==> config.mk <==
export PLATFORM = sky130hd
export DESIGN_NAME = alt_vipvfr121_frame_read_cmd_gen
export DESIGN_NICKNAME = d
export VERILOG_FILES = /design/src/rtl/alt_vipvfr121_frame_read_cmd_gen.sv
export SDC_FILE = /design/constraint.sdc
export NUM_CORES = 1
export LEC_CHECK = 0
export ABC_CLOCK_PERIOD_IN_PS = 6100
export BUFFER_PORTS_ARGS = -buffer_cell sky130_fd_sc_hd__buf_2
export CAP_MARGIN = 10
export CORE_MARGIN = 2
export CORE_UTILIZATION = 55
export CTS_BUF_LIST = sky130_fd_sc_hd__clkbuf_16
export DETAILED_ROUTE_END_ITERATION = 10
export PLACE_DENSITY_LB_ADDON = 0.05
export SKIP_CTS_REPAIR_TIMING = 1
export SYNTH_ARGS = -nofsm -noshare
export SYNTH_HDL_FRONTEND = slang
export SYNTH_SLANG_ARGS = --single-unit
==> constraint.sdc <==
create_clock -name clock -period 6.1 [get_ports clock]
set_input_delay 0.61 -clock clock [delete_from_list [all_inputs] [get_ports clock]]
set_output_delay 0.61 -clock clock [all_outputs]
set_load 0.005 [all_outputs]
==> src/rtl/alt_vipvfr121_frame_read_cmd_gen.sv <==
// Frame-read sequencer: splits lines into read bursts, paces them by
// read-FIFO credit and streams returned words out with eol/eof tags.
module alt_vipvfr121_frame_read_cmd_gen #(
   parameter int ADDR_WIDTH                     = 32,
   parameter int DATA_WIDTH                     = 16,
   parameter int MAX_BURST_LENGTH_REQUIREDWIDTH = 11,
   parameter int MAX_BURST                      = 32,
   parameter int READ_FIFO_DEPTH                = 64,
   parameter int WORDS_WIDTH                    = 12
) (
   input  logic                                      clock,
   input  logic                                      reset,
   input  logic                                      start,
   input  logic [ADDR_WIDTH-1:0]                     base_addr,
   input  logic [WORDS_WIDTH-1:0]                    line_words,
   input  logic [WORDS_WIDTH-1:0]                    line_count,
   input  logic [ADDR_WIDTH-1:0]                     line_stride,
   output logic                                      busy,
   output logic                                      done,
   output logic [ADDR_WIDTH-1:0]                     addr,
   output logic                                      command,
   output logic                                      is_burst,
   output logic                                      is_write_not_read,
   output logic [MAX_BURST_LENGTH_REQUIREDWIDTH-1:0] burst_length,
   output logic                                      read,
   input  logic [DATA_WIDTH-1:0]                     readdata,
   input  logic                                      stall,
   output logic [DATA_WIDTH-1:0]                     dout_data,
   output logic                                      dout_valid,
   input  logic                                      dout_ready,
   output logic                                      dout_eol,
   output logic                                      dout_eof
);

   localparam int BYTES = DATA_WIDTH / 8;
   localparam int BLW   = MAX_BURST_LENGTH_REQUIREDWIDTH;
   localparam int WW    = WORDS_WIDTH;
   localparam int AW    = ADDR_WIDTH;
   localparam int CW    = $clog2(READ_FIFO_DEPTH + MAX_BURST + 1) + 1;

   typedef enum logic [1:0] {S_IDLE, S_CMD, S_DRAIN} state_t;

   state_t          state_q;
   logic            done_q, cmd_q, stall_q, read_q;
   logic [AW-1:0]   addr_q, line_start_q, stride_q;
   logic [BLW-1:0]  bl_q;
   logic [WW-1:0]   lw_q, lc_q, rem_q, lines_q;
   logic [WW-1:0]   rd_col_q, rd_line_q;
   logic [CW-1:0]   out_q;
   logic            infl_q, infl_eol_q, infl_eof_q;
   logic [DATA_WIDTH-1:0] buf_data_q [2];
   logic            buf_eol_q [2];
   logic            buf_eof_q [2];
   logic            wr_ptr_q, rd_ptr_q;
   logic [1:0]      cnt_q;

   logic            cmd_acc, rd_acc, pop, read_calc, read_d;
   logic            rd_eol, rd_eof, last_burst, fit_nxt, fit_cur;
   logic [CW-1:0]   out_d;
   logic [AW-1:0]   nxt_addr, nxt_ls;
   logic [BLW-1:0]  nxt_bl;
   logic [WW-1:0]   nxt_rem, nxt_lines;

   function automatic logic [BLW-1:0] clip(input logic [WW-1:0] w);
      if (w > WW'(MAX_BURST)) return BLW'(MAX_BURST);
      return BLW'(w);
   endfunction

   // Handshakes, read pacing and credit bookkeeping
   always_comb begin
      cmd_acc   = cmd_q & ~stall;
      pop       = (cnt_q != 2'd0) & dout_ready;
      read_calc = (out_q != '0) &&
                  (({1'b0, cnt_q} + {2'b0, infl_q} - {2'b0, pop}) < 3'd2);
      read_d    = stall_q ? read_q : read_calc;
      rd_acc    = read_d & ~stall;
      out_d     = out_q + (cmd_acc ? CW'(bl_q) : CW'(0)) - CW'(rd_acc);
      rd_eol    = (rd_col_q == lw_q - WW'(1));
      rd_eof    = rd_eol && (rd_line_q == lc_q - WW'(1));
   end

   // Next burst: continue the line, or jump to the next line start
   always_comb begin
      last_burst = (rem_q == '0) && (lines_q == '0);
      nxt_ls     = line_start_q;
      nxt_addr   = addr_q + AW'(bl_q) * AW'(BYTES);
      nxt_bl     = clip(rem_q);
      nxt_rem    = rem_q - WW'(clip(rem_q));
      nxt_lines  = lines_q;
      if (rem_q == '0) begin
         nxt_ls    = line_start_q + stride_q;
         nxt_addr  = line_start_q + stride_q;
         nxt_bl    = clip(lw_q);
         nxt_rem   = lw_q - WW'(clip(lw_q));
         nxt_lines = lines_q - WW'(1);
      end
      fit_nxt = (out_d + CW'(nxt_bl)) <= CW'(READ_FIFO_DEPTH);
      fit_cur = (out_d + CW'(bl_q)) <= CW'(READ_FIFO_DEPTH);
   end

   // Sequencer, read tracking and 2-entry output buffer
   always_ff @(posedge clock) begin
      if (!reset) begin
         state_q      <= S_IDLE;
         done_q       <= 1'b0;
         cmd_q        <= 1'b0;
         stall_q      <= 1'b0;
         read_q       <= 1'b0;
         addr_q       <= '0;
         line_start_q <= '0;
         stride_q     <= '0;
         bl_q         <= '0;
         lw_q         <= '0;
         lc_q         <= '0;
         rem_q        <= '0;
         lines_q      <= '0;
         rd_col_q     <= '0;
         rd_line_q    <= '0;
         out_q        <= '0;
         infl_q       <= 1'b0;
         infl_eol_q   <= 1'b0;
         infl_eof_q   <= 1'b0;
         buf_data_q[0] <= '0;
         buf_data_q[1] <= '0;
         buf_eol_q[0] <= 1'b0;
         buf_eol_q[1] <= 1'b0;
         buf_eof_q[0] <= 1'b0;
         buf_eof_q[1] <= 1'b0;
         wr_ptr_q     <= 1'b0;
         rd_ptr_q     <= 1'b0;
         cnt_q        <= 2'd0;
      end else begin
         done_q     <= 1'b0;
         stall_q    <= stall;
         read_q     <= read_d;
         out_q      <= out_d;
         infl_q     <= rd_acc;
         infl_eol_q <= rd_acc & rd_eol;
         infl_eof_q <= rd_acc & rd_eof;
         if (rd_acc) begin
            if (rd_eol) begin
               rd_col_q  <= '0;
               rd_line_q <= rd_line_q + WW'(1);
            end else begin
               rd_col_q  <= rd_col_q + WW'(1);
            end
         end
         if (infl_q) begin
            buf_data_q[wr_ptr_q] <= readdata;
            buf_eol_q[wr_ptr_q]  <= infl_eol_q;
            buf_eof_q[wr_ptr_q]  <= infl_eof_q;
            wr_ptr_q             <= ~wr_ptr_q;
         end
         if (pop) rd_ptr_q <= ~rd_ptr_q;
         cnt_q <= cnt_q + {1'b0, infl_q} - {1'b0, pop};
         unique case (state_q)
            S_IDLE: begin
               if (start) begin
                  if (line_words == '0 || line_count == '0) begin
                     done_q <= 1'b1;
                  end else begin
                     state_q      <= S_CMD;
                     cmd_q        <= 1'b1;
                     addr_q       <= base_addr;
                     line_start_q <= base_addr;
                     stride_q     <= line_stride;
                     lw_q         <= line_words;
                     lc_q         <= line_count;
                     bl_q         <= clip(line_words);
                     rem_q        <= line_words - WW'(clip(line_words));
                     lines_q      <= line_count - WW'(1);
                     rd_col_q     <= '0;
                     rd_line_q    <= '0;
                  end
               end
            end
            S_CMD: begin
               if (!stall) begin
                  if (cmd_q) begin
                     if (last_burst) begin
                        cmd_q   <= 1'b0;
                        state_q <= S_DRAIN;
                     end else begin
                        addr_q       <= nxt_addr;
                        line_start_q <= nxt_ls;
                        bl_q         <= nxt_bl;
                        rem_q        <= nxt_rem;
                        lines_q      <= nxt_lines;
                        cmd_q        <= fit_nxt;
                     end
                  end else begin
                     cmd_q <= fit_cur;
                  end
               end
            end
            S_DRAIN: begin
               if (pop && buf_eof_q[rd_ptr_q]) begin
                  state_q <= S_IDLE;
                  done_q  <= 1'b1;
               end
            end
            default: state_q <= S_IDLE;
         endcase
      end
   end

   assign busy              = (state_q != S_IDLE);
   assign done              = done_q;
   assign addr              = addr_q;
   assign command           = cmd_q;
   assign is_burst          = 1'b1;
   assign is_write_not_read = 1'b0;
   assign burst_length      = bl_q;
   assign read              = read_d;
   assign dout_valid        = (cnt_q != 2'd0);
   assign dout_data         = buf_data_q[rd_ptr_q];
   assign dout_eol          = dout_valid & buf_eol_q[rd_ptr_q];
   assign dout_eof          = dout_valid & buf_eof_q[rd_ptr_q];

endmodule

After elaboration in Yosys (flattened, before gate mapping)

Memory sizes are Yosys's and may differ from the RTL's. A register that Yosys moved wholly into a read port is not among the register bits.
Index checks and enable logic that the tools add are counted.

Bits in registers: 200
RAM bits: 36
Input port bits: 109
Output and inout bits: 68
Logic and storage cells: 193
Memories kept: 3

Memory list:

| memory     | depth | bits a word | read ports | clocked after memory_dff | write ports | line | RTL |
|---|---|---|---|---|---|---|---|
| buf_data_q | 2     | 16          | 1          | 1                        | 2           | 51   | `logic [DATA_WIDTH-1:0] buf_data_q [2];` |
| buf_eof_q  | 2     | 1           | 1          | 1                        | 2           | 53   | `logic buf_eof_q [2];` |
| buf_eol_q  | 2     | 1           | 1          | 1                        | 2           | 52   | `logic buf_eol_q [2];` |

$add $sub $neg: 19
Magnitude comparators: 6
Equal/unequal tests: 12
Multiplexer cells: 98
Bitwise logic cells: 11
Reductions and logical operators: 22

Operator list:

| operator              | count |
|---|---|
| $mux 32               | 10 |
| $mux 12               | 22 |
| $mux 11               | 15 |
| $pmux 32 s2           | 2 |
| $logic_not 12->1      | 4 |
| $pmux 12 s2           | 2 |
| $sub 12x1->12 const B | 4 |
| $gt 12x6->1 const B   | 3 |
| $sub 12x11->12        | 3 |
| $mux 1                | 35 |
| $add 32x12->32        | 1 |
| $add 32x32->32        | 1 |
| $add 12x1->12 const B | 2 |
| $add 8x8->8           | 3 |
| $eq 12x12->1          | 2 |
| $pmux 11 s2           | 1 |
| $le 8x7->1 const B    | 2 |
| $mux 16               | 1 |
| $ne 2x2->1 const B    | 8 |
| $reduce_or 16->1      | 1 |
| $mux 2                | 6 |
| $reduce_and 6->1      | 2 |
| $mux 8                | 1 |
| $reduce_bool 8->1     | 1 |
| other kinds (20)      | 36 |

Depth between registers and ports, before layout

Gate-level depths: netlist (run 1).

Depth in word-level cells: 15
Depth in mapped cells: 26
Depth with buffers taken out: 26

Worst setup path after synthesis (run 1)

Ideal clock, no wire load.

Path kind: in2reg
Start point: input port dout_ready
End point: register cmd_q (netlist: command)
Setup time: 0.122 ns
Arrival time: 5.023 ns
Data required time: 5.978 ns
Setup slack: 0.954 ns
Cell stages on the path: 22
Buffers on the path: 0
Cell sequence: nor2b_1 ha_1 inv_1 ha_1 inv_1 fa_1 xnor2_1 o2111ai_1 a21oi_1 ha_1 inv_1 ha_1 fa_1 fa_1 a21o_1 a21o_1 a21oi_1 maj3_1 xnor2_1 o41ai_1 a311oi_1 o2bb2ai_1

Word-level cells in the longest chain between the ends: 13
Elaborated cells between the ends (all ways): 15
Classes of those cells: 4 x add/sub; 3 x order compare; 5 x mux; 2 x bitwise; 1 x reduce/logical

RTL lines:

| what                   | line | RTL |
|---|---|---|
| start: declaration     | 30   | `input logic dout_ready,` |
| $and 1x1->1 *          | 72   | `pop = (cnt_q != 2'd0) & dout_ready;` |
| $sub 3x1->3 *          | 74   | `(({1'b0, cnt_q} + {2'b0, infl_q} - {2'b0, pop}) < 3'd2);` |
| $lt 3x2->1 *           | 74   |  |
| $logic_and 1x1->1 *    | 73   | `read_calc = (out_q != '0) &&` |
| $mux 1 *               | 75   | `read_d = stall_q ? read_q : read_calc;` |
| $and 1x1->1 *          | 76   | `rd_acc = read_d & ~stall;` |
| net rd_acc             | 57   | `logic cmd_acc, rd_acc, pop, read_calc, read_d;` |
| $sub 8x1->8 *          | 77   | `out_d = out_q + (cmd_acc ? CW'(bl_q) : CW'(0)) - CW'(rd_acc);` |
| net out_d[1]           | 59   | `logic [CW-1:0] out_d;` |
| $add 8x8->8            | 97   | `fit_nxt = (out_d + CW'(nxt_bl)) <= CW'(READ_FIFO_DEPTH);` |
| $le 8x7->1             | 97   |  |
| $mux 1                 | 180  | `if (last_burst) begin` |
| $mux 1 *               | 179  | `if (cmd_q) begin` |
| $mux 1 *               | 178  | `if (!stall) begin` |
| $pmux 1 s2 *           | 156  | `unique case (state_q)` |
| end signal: assignment | 189  | `cmd_q <= fit_nxt;` |
| end signal: assignment | 192  | `cmd_q <= fit_cur;` |
| end: declaration       | 44   | `logic done_q, cmd_q, stall_q, read_q;` |

The timed path passes the listed nets; every way through them passes the cells marked *. The select of a mux whose other input is x is not followed.
A chain may end at the register's enable or synchronous reset.

Worst setup path after layout (run 1)

Start point: register cnt_q[1]
End point: register cmd_q (netlist: command)

Word-level cells in the longest chain between the ends: 14
Elaborated cells between the ends (all ways): 17
Classes of those cells: 5 x add/sub; 3 x order compare; 5 x mux; 2 x bitwise; 2 x reduce/logical

RTL lines:

| what                     | line | RTL |
|---|---|---|
| start: declaration       | 55   | `logic [1:0] cnt_q;` |
| start signal: assignment | 155  | `cnt_q <= cnt_q + {1'b0, infl_q} - {1'b0, pop};` |
| $reduce_bool 2->1 *      | 72   |  |
| $and 1x1->1 *            | 72   |  |
| net pop                  | 57   |  |
| $sub 3x1->3 *            | 74   |  |
| $lt 3x2->1 *             | 74   |  |
| $logic_and 1x1->1 *      | 73   |  |
| $mux 1 *                 | 75   |  |
| $and 1x1->1 *            | 76   |  |
| net rd_acc               | 57   |  |
| $sub 8x1->8 *            | 77   |  |
| net out_d[2]             | 59   |  |
| $add 8x8->8              | 97   |  |
| $le 8x7->1               | 97   |  |
| $mux 1                   | 180  |  |
| $mux 1 *                 | 179  |  |
| $mux 1 *                 | 178  |  |
| $pmux 1 s2 *             | 156  |  |

Marked as above.

==> summary.txt, run 1 <==
Outcome
  – Status: completed

GRT
  – Grt ovf: 0
  – Initial antenna violation count: 0
  – Vias in the first global route: about 14000
  – First-pass GRT wire length: 71400 um
  – Pin count of the biggest net entering global routing: 76
  – All-Layer GR Usage: between 20 and 30%

Pwr
  – Internal: 3.84 mW
  – Clk pwr share: about 28%
  – Switching share of power: between 30% and 40%
  – PwrDens: approximately 350 nW/um^2
  – Peak VDD IR: a little over 0.2 mV
  – Comb pwr share: 40.8%
  – Leakage: 7.42 nW
  – Sw Pwr: about 2.3 mW
  – Sequential power share: between 30% and 40%

Synthesis
  – Primary FF master, synth: dfxtp_1
  – Top cells by area, synth: dfxtp_1, nand2_1, ha_1
  – Post-synth EDFFs: 32
  – Avg Inst Size Synth: 7.87 um^2
  – Synth cell types: 86
  – Area fraction of the dominant cell type after synthesis: a little over a quarter
  – Yosys warning count: 0
  – Asr flop ratio synth: 0%
  – FF+latch count, synth: approximately 240
  – Largest area contributor in the netlist: dfxtp_1
  – Register area share after synthesis: about a third
  – Synthesized instance count: slightly below 2000
  – Synth Cell Area: between 15000 and 20000 um^2

Critical path
  – Most repeated library cell on the critical path: ha_1
  – Required @ worst endpoint: about 6.6 ns
  – Endpoint class of the critical path: register
  – Slowest stage delay, CP: around 0.46 ns
  – Worst path cell trace: nor2_1 -> nor2b_1 -> ha_1 -> inv_1 -> ha_1 -> inv_1 -> fa_1 -> xnor2_1 -> o2111ai_1 -> a21oi_1 -> buf_4 -> ha_1 -> inv_1 -> ha_1 -> fa_1 -> xor2_1 -> ha_1 -> o21ai_0 -> o21bai_1 -> a21oi_1 -> nor4_1 -> o41ai_1 -> a311oi_1 -> o2bb2ai_1
  – Slowest cell on crit path: o41ai_1
  – Setup crit start kind: register
  – Critical setup path kind: register to register
  – Crit path max fanout: 7
  – Endpoint arrival time on the critical path: roughly 6.0 ns

Route
  – WL/cell: approximately 18 um
  – Routed via count: ~15000
  – Drt first-iter violations: 1264
  – Vias per inst: between 6 and 7
  – Pre-Repair DR Iteration Count: 5
  – Routed WL: roughly 45000 um
  – Final ANT Viol Nets: 0
  – Drc violations: 0

Clocking
  – CTS Buffer Depth: 3
  – CTS Sinks: ~240
  – H-tree Lvls: 1
  – Worst-Skew Late Latency: around 0.55 ns
  – Num CTS Buffers: 28
  – Clock-pin slew on the worst setup and hold paths: around 0.060 ns
  – CTS tree: built
  – CTS root buf: clkbuf_16

Timing
  – RSZ-0062 raised after global routing: false
  – Final setup TNS: 0 ns
  – Worst slew pin tran: 1.09 ns
  – Clk_skew: a little over 0.02 ns
  – Setup WS post-layout: 0.615 ns
  – Final-report hold violation count: 0
  – Fraction of the cycle the final worst path needs: between 80% and 90%
  – Max-slew violation count: 0
  – Post-route minimum period: 5.49 ns
  – Final Setup Violations: 0
  – Fmax: about 0.18 GHz
  – Relative slew margins: a little over a quarter

Cells and area
  – Post-route insts no fill: ~2500
  – Area Growth Syn to Fin: 12.1%
  – Final #Nets: roughly 2300
  – Share of layout cells above drive strength 1: between 10% and 20%
  – Fillcell total: around 2600

Placement
  – PortBufs: approximately 170
  – Routability cong.: 0.920
  – Placed cell count: about 2400
  – Post-place setup slack: slightly above 0.5 ns
  – HPWL after DPL: 31600 um

Die
  – DIE AREA: 29700 um^2
  – Die Y: 172 um
  – Ports: between 150 and 200
  – Core area: roughly 28000 um^2
  – Row count: 61
  – Die Span X: around 170 um
  – Initial Util: between 50% and 60%

Job
  – Max-cap viol count: 0

Hold path
  – Worst hold path type: primary input to register
==> placed cells by master, fill, tap and decap left out, types with 36 or more instances in the layout <==
master	n
a21oi_1	192
and2_1	52
buf_2	174
dfxtp_1	205
ha_1	77
inv_1	64
mux2i_1	36
nand2_1	287
nor2_1	170
nor3_1	52
o21ai_0	118
xnor2_1	68
xor2_1	37
==> Yosys cell counts (all sizes together), types with 6 or more instances <==
cell / number
fa: 6
xnor2: 68
edfxtp: 32
mux2: 21
inv: 59
or2: 10
nor3b: 7
o21a: 13
mux2i: 36
clkbuf: 83
o211ai: 25
a21boi: 6
a21oi: 193
and3: 26
a311oi: 13
ha: 77
a21o: 31
a211oi: 34
or4: 10
a31oi: 31
nand4: 25
nor2: 172
nand2b: 18
o31ai: 9
o21bai: 6
nor3: 52
nor4b: 6
or3: 25
nor2b: 15
nand3: 35
nand2: 287
dfxtp: 205
buf: 31
and2: 53
o21ai: 120
nand3b: 6
nor4: 17
xor2: 37
==> metrics by stage <==
step	total power [mW]	instance area, um^2	utilization (%)	hold WS (ns)
6_report	6.18	17500	62.7	0.289
5_1_grt	6.57	17500	62.7	0.279
4_1_cts	6.17	17500	62.7	0.279
3_5_place_dp	4.46	16600	59.4	0.451
3_3_place_gp	4.36	16600	59.4	0.444
2_1_floorplan	3.81	15600	-	0.425
==> critical path, delay by kind of cell (launching register included) <==
kind | cells | cell delay, ns
AO/OA/AOI/OAI | 8 | 1.86
buffers and inverters | 4 | 0.32
AND/OR/NAND/NOR | 3 | 0.40
adder cells (fa/ha/maj) | 7 | 2.01
flip-flops | 1 | 0.34
XOR/XNOR | 2 | 0.48
==> cell families after synthesis <==
group,count (synthesis),synth area share [%]
compound gates,552,22.3
xor+xnor,105,5.90
fa+ha+maj,86,7.14
buf+inv,173,4.73
flops,237,32.5
mux,57,3.83
other cells,2,0.0482
simple gates,770,23.6
==> area by class of cell <==
| cell class | instances | area, um^2 | share of cell area, % |
|---|---|---|---|
| Antenna cell | 1 | 2.50 | 0.0143 |
| Clock buffer | 29 | 726 | 4.15 |
| Clock inverter | 21 | 196 | 1.12 |
| Inverter | 59 | 224 | 1.28 |
| Multi-Input combinational cell | 1575 | 9830 | 56.2 |
| Sequential cell | 237 | 5060 | 29.0 |
| Tap cell | 378 | 473 | 2.71 |
| Timing Repair Buffer | 187 | 968 | 5.54 |
==> metal layers <==
| metal | part of all wire (%) | up-vias | GRT usage [%] |
|---|---|---|---|
| met2 | 47 | 541 | 50.7 |
| met3 | 7.0 | 90 | 4.26 |
| li1 | - | 7321 | - |
| met5 | 0 | - | 0 |
| met1 | 44 | 6979 | 39.1 |
| met4 | 2.4 | 0 | 8.88 |
==> power groups by stage <==
| stage | sequential [mW] | combinational, mW | clock [mW] |
|---|---|---|---|
| 6_report | 1.95 | 2.52 | 1.70 |
| 4_1_cts | 1.95 | 2.50 | 1.72 |
| 3_3_place_gp | 1.97 | 2.39 | 0 |
| 3_5_place_dp | 1.98 | 2.48 | 0 |
| 5_1_grt | 1.98 | 2.80 | 1.79 |
| 2_1_floorplan | 1.91 | 1.90 | 0 |
==> worst paths after layout <==
path | start | to | slack (ns) | depth (start not counted)
worst max-delay path | cnt_q[1] | command | 0.61 | 24
worst min-delay path | line_stride[27] | stride_q[27] | 0.29 | 3
worst max register to register | cnt_q[1] | command | 0.61 | 24
worst min register to register | stride_q[2] | stride_q[2] | 0.46 | 2
==> sequential cells by signal, indices dropped and copies added (netlist names), 8 cells and up, named ones only <==
register / flops
lc_q: 12
lw_q: 12
rd_line_q: 12
addr: 32
line_start_q: 32
rd_col_q: 12
lines_q: 12
out_q: 8
buf_data_q: 32
burst_length: 11
stride_q: 32
rem_q: 12
Power figures use the tool's default switching activity.
==> run 2, diff against run 1 <==
--- a/config.mk
+++ b/config.mk
@@ -9,7 +9,7 @@
 export BUFFER_PORTS_ARGS = -buffer_cell sky130_fd_sc_hd__buf_2
 export CAP_MARGIN = 10
 export CORE_MARGIN = 2
-export CORE_UTILIZATION = 55
+export CORE_UTILIZATION = 45
 export CTS_BUF_LIST = sky130_fd_sc_hd__clkbuf_16
 export DETAILED_ROUTE_END_ITERATION = 10
 export PLACE_DENSITY_LB_ADDON = 0.05
==> run 2 against run 1 <==
First-iteration DRC count decreased by 27%. Highest routed layer unchanged. Critical endpoint unchanged. Sequential power about the same. Largest cell class unchanged. Combinational power about the same. Clock power decreased by 4%. Critical path depth unchanged.
==> summary.txt, run 2 (synthesis results as in run 1) <==
Route
  – Routed WL: 47900 um (was 45100 um)
  – Routed wl met2: 22000 um (was 21200 um)
  – Pre-Repair DR Iteration Count: 5 (unchanged)
  – Top routing layer in use: met4 (unchanged)
  – M1 WL: 22100 um (was 19700 um)
  – Drt first-iter violations: 917 (was 1264)
  – WL met3: 2330 um (was 3140 um)
  – Routed via count: 14700 (was 14900)
  – Final ANT Viol Nets: 0 (unchanged)
  – Vias per inst: 5.74 (was 6.00)
  – WL/cell: 18.6 um (was 18.1 um)
  – Drc violations: 0 (unchanged)

Timing
  – Clk_skew: 0.0182 ns (was 0.0208 ns)
  – Final Setup Violations: 0 (unchanged)
  – Final-report hold violation count: 0 (unchanged)
  – Worst slew pin tran: 1.29 ns (was 1.09 ns)
  – Post-route minimum period: 5.28 ns (was 5.49 ns)
  – Fraction of the cycle the final worst path needs: 86.5% (was 89.9%)
  – Relative slew margins: 13.7% (was 26.9%)
  – Max-slew violation count: 0 (unchanged)
  – Fmax: 0.189 GHz (was 0.182 GHz)
  – Final setup TNS: 0 ns (unchanged)
  – RSZ-0062 raised after global routing: false (unchanged)

Outcome
  – Status: completed (unchanged)

Cells and area
  – Share of layout cells above drive strength 1: 13.6% (about the same)
  – Fillcell total: 3429 (was 2565)
  – Commonest non-fill, non-tap cells in the layout: nand2_1, dfxtp_1, a21oi_1, buf_2, nor2_1 (unchanged)
  – Area Growth Syn to Fin: 12.6% (was 12.1%)
  – Commonest non-fill, non-tap cell in the layout: nand2_1 (unchanged)
  – Post-route insts no fill: 2568 (was 2487)
  – Final #Nets: 2285 (was 2280)

Die
  – Die Y: 190 um (was 172 um)
  – Row count: 68 (was 61)
  – Initial Util: 45.4% (was 56.0%)
  – Die Span X: 190 um (was 172 um)
  – Ports: 177 (unchanged)
  – DIE AREA: 36200 um^2 (was 29700 um^2)
  – Core area: 34400 um^2 (was 27900 um^2)

Critical path
  – Endpoint class of the critical path: register (unchanged)
  – Worst r2r src: cnt_q[1] (unchanged)
  – Required @ worst endpoint: 6.59 ns (was 6.57 ns)
  – Setup crit start kind: register (unchanged)
  – Slowest stage delay, CP: 0.56 ns (was 0.46 ns)
  – Worst reg2reg setup slack: 0.82 ns (was 0.61 ns)
  – Slowest cell on crit path: fa_1 (was o41ai_1)
  – RR Endpoint: command (unchanged)
  – Endpoint arrival time on the critical path: 5.76 ns (was 5.95 ns)
  – Critical setup path kind: register to register (unchanged)
  – Most repeated library cell on the critical path: ha_1 (unchanged)
  – Worst path cell trace: nor2_1 -> nor2b_1 -> ha_1 -> inv_1 -> ha_1 -> inv_1 -> fa_1 -> xnor2_1 -> o2111ai_1 -> a21oi_1 -> buf_4 -> ha_1 -> inv_1 -> ha_1 -> fa_1 -> fa_1 -> a21o_1 -> a21o_1 -> xor2_1 -> nor4_1 -> o21ai_0 -> o41ai_1 -> a311oi_1 -> o2bb2ai_1 (was nor2_1 -> nor2b_1 -> ha_1 -> inv_1 -> ha_1 -> inv_1 -> fa_1 -> xnor2_1 -> o2111ai_1 -> a21oi_1 -> buf_4 -> ha_1 -> inv_1 -> ha_1 -> fa_1 -> xor2_1 -> ha_1 -> o21ai_0 -> o21bai_1 -> a21oi_1 -> nor4_1 -> o41ai_1 -> a311oi_1 -> o2bb2ai_1)
  – Worst r2r path cells: 24 (unchanged)
  – Crit path max fanout: 7 (unchanged)

Pwr
  – Peak VDD IR: 0.212 mV (was 0.202 mV)
  – Switching share of power: 38.5% (was 37.9%)
  – Clk pwr share: 26.7% (was 27.6%)
  – Sequential power share: 32.1% (was 31.6%)
  – Sw Pwr: 2.35 mW (was 2.34 mW)
  – PwrDens: 348 nW/um^2 (was 354 nW/um^2)
  – Leakage: 7.42 nW (about the same)
  – Comb pwr share: 41.2% (was 40.8%)
  – Internal: 3.75 mW (was 3.84 mW)

Hold path
  – Worst hold path type: primary input to register (unchanged)
  – Hold Crit Depth: 3 (unchanged)
  – Hold_sp: line_stride[2] (was line_stride[27])
  – Hold endpoint: stride_q[2] (was stride_q[27])

GRT
  – Grt ovf: 0 (unchanged)
  – Vias in the first global route: 13900 (was 13800)
  – Initial antenna violation count: 1 (was 0)
  – Pin count of the biggest net entering global routing: 73 (was 76)
  – First-pass GRT wire length: 75400 um (was 71400 um)
  – All-Layer GR Usage: 26.0% (was 29.8%)

Clocking
  – Worst-Skew Late Latency: 0.56 ns (was 0.55 ns)
  – Clock-pin slew on the worst setup and hold paths: 0.06 ns (about the same)
  – CTS Sinks: 237 (unchanged)
  – CTS tree: built (unchanged)
  – H-tree Lvls: 1 (unchanged)
  – CTS Buffer Depth: 3 (unchanged)
  – Num CTS Buffers: 29 (was 28)
  – CTS root buf: clkbuf_16 (unchanged)

Placement
  – Routability cong.: 0.904 (was 0.920)
  – Placed cell count: 2517 (was 2436)
  – HPWL after DPL: 34000 um (was 31600 um)
  – PortBufs: 174 (unchanged)

Job
  – Max-cap viol count: 0 (unchanged)
[run 2: cell count changes in the layout (fill, tap and decap cells not counted)]
cell | before | now
clkinv_4 | 1 | 0
inv_1 | 64 | 65
clkinv_2 | 6 | 5
inv_2 | 1 | 2
inv_6 | 0 | 1
bufinv_16 | 4 | 2
buf_4 | 13 | 17
clkinv_1 | 3 | 4
[run 2: area by class of cell]
class / instances / area (um^2) / share of cell area [%]
antenna: 1 / 2.50 / 0.0143
sequential: 237 / 5060 / 28.9
inverter: 59 / 224 / 1.28
multi-input combinational: 1575 / 9830 / 56.0
timing repair buffer: 191 / 998 / 5.69
tap: 455 / 569 / 3.24
clock buffer: 29 / 726 / 4.13
clock inverter: 21 / 143 / 0.813
[run 2: per-layer routing]
metal,GRT usage (%),vias up
li1,-,7312
met1,35.1,6933
met2,43.5,425
met3,2.91,78
met4,7.96,0
met5,0,-
[run 2: worst max-delay path by stage]
stage          slack [ns]      end  cells after the start        from
2_1_floorplan        0.95  command                     22  dout_ready
3_3_place_gp         0.77  command                     25  dout_ready
3_5_place_dp         0.61  command                     25  dout_ready
4_1_cts              0.80  command                     25    cnt_q[1]
5_1_grt              0.23  command                     27    cnt_q[1]
6_report             0.82  command                     24    cnt_q[1]
[run 2: critical path, delay by kind of cell, from the launching register on]
kind | cells | cell delay (ns)
AND/OR/NAND/NOR | 3 | 0.49
adder cells (fa/ha/maj) | 7 | 2.27
flip-flops | 1 | 0.35
buffers and inverters | 4 | 0.34
AO/OA/AOI/OAI | 8 | 1.47
XOR/XNOR | 2 | 0.30
[run 2: through the flow]
step | power (mW) | util [%] | hold WS [ns] | setup slack (ns) | instance area, um^2
3_5_place_dp | 4.48 | 48.5 | 0.452 | 0.609 | 16700
2_1_floorplan | 3.81 | - | 0.425 | 0.954 | 15600
6_report | 6.10 | 51.1 | 0.284 | 0.821 | 17600
4_1_cts | 6.13 | 51.1 | 0.266 | 0.802 | 17600
5_1_grt | 6.51 | 51.1 | 0.278 | 0.234 | 17600
3_3_place_gp | 4.41 | 48.5 | 0.445 | 0.766 | 16700
[run 2: power groups by stage]
stage / Sequential, mW / Combinational [mW] / Clock, mW
global route: 1.98 / 2.81 / 1.72
global placement: 1.98 / 2.43 / 0
CTS: 1.96 / 2.51 / 1.67
floorplan: 1.91 / 1.90 / 0
detailed placement: 1.99 / 2.49 / 0
finish: 1.96 / 2.52 / 1.63
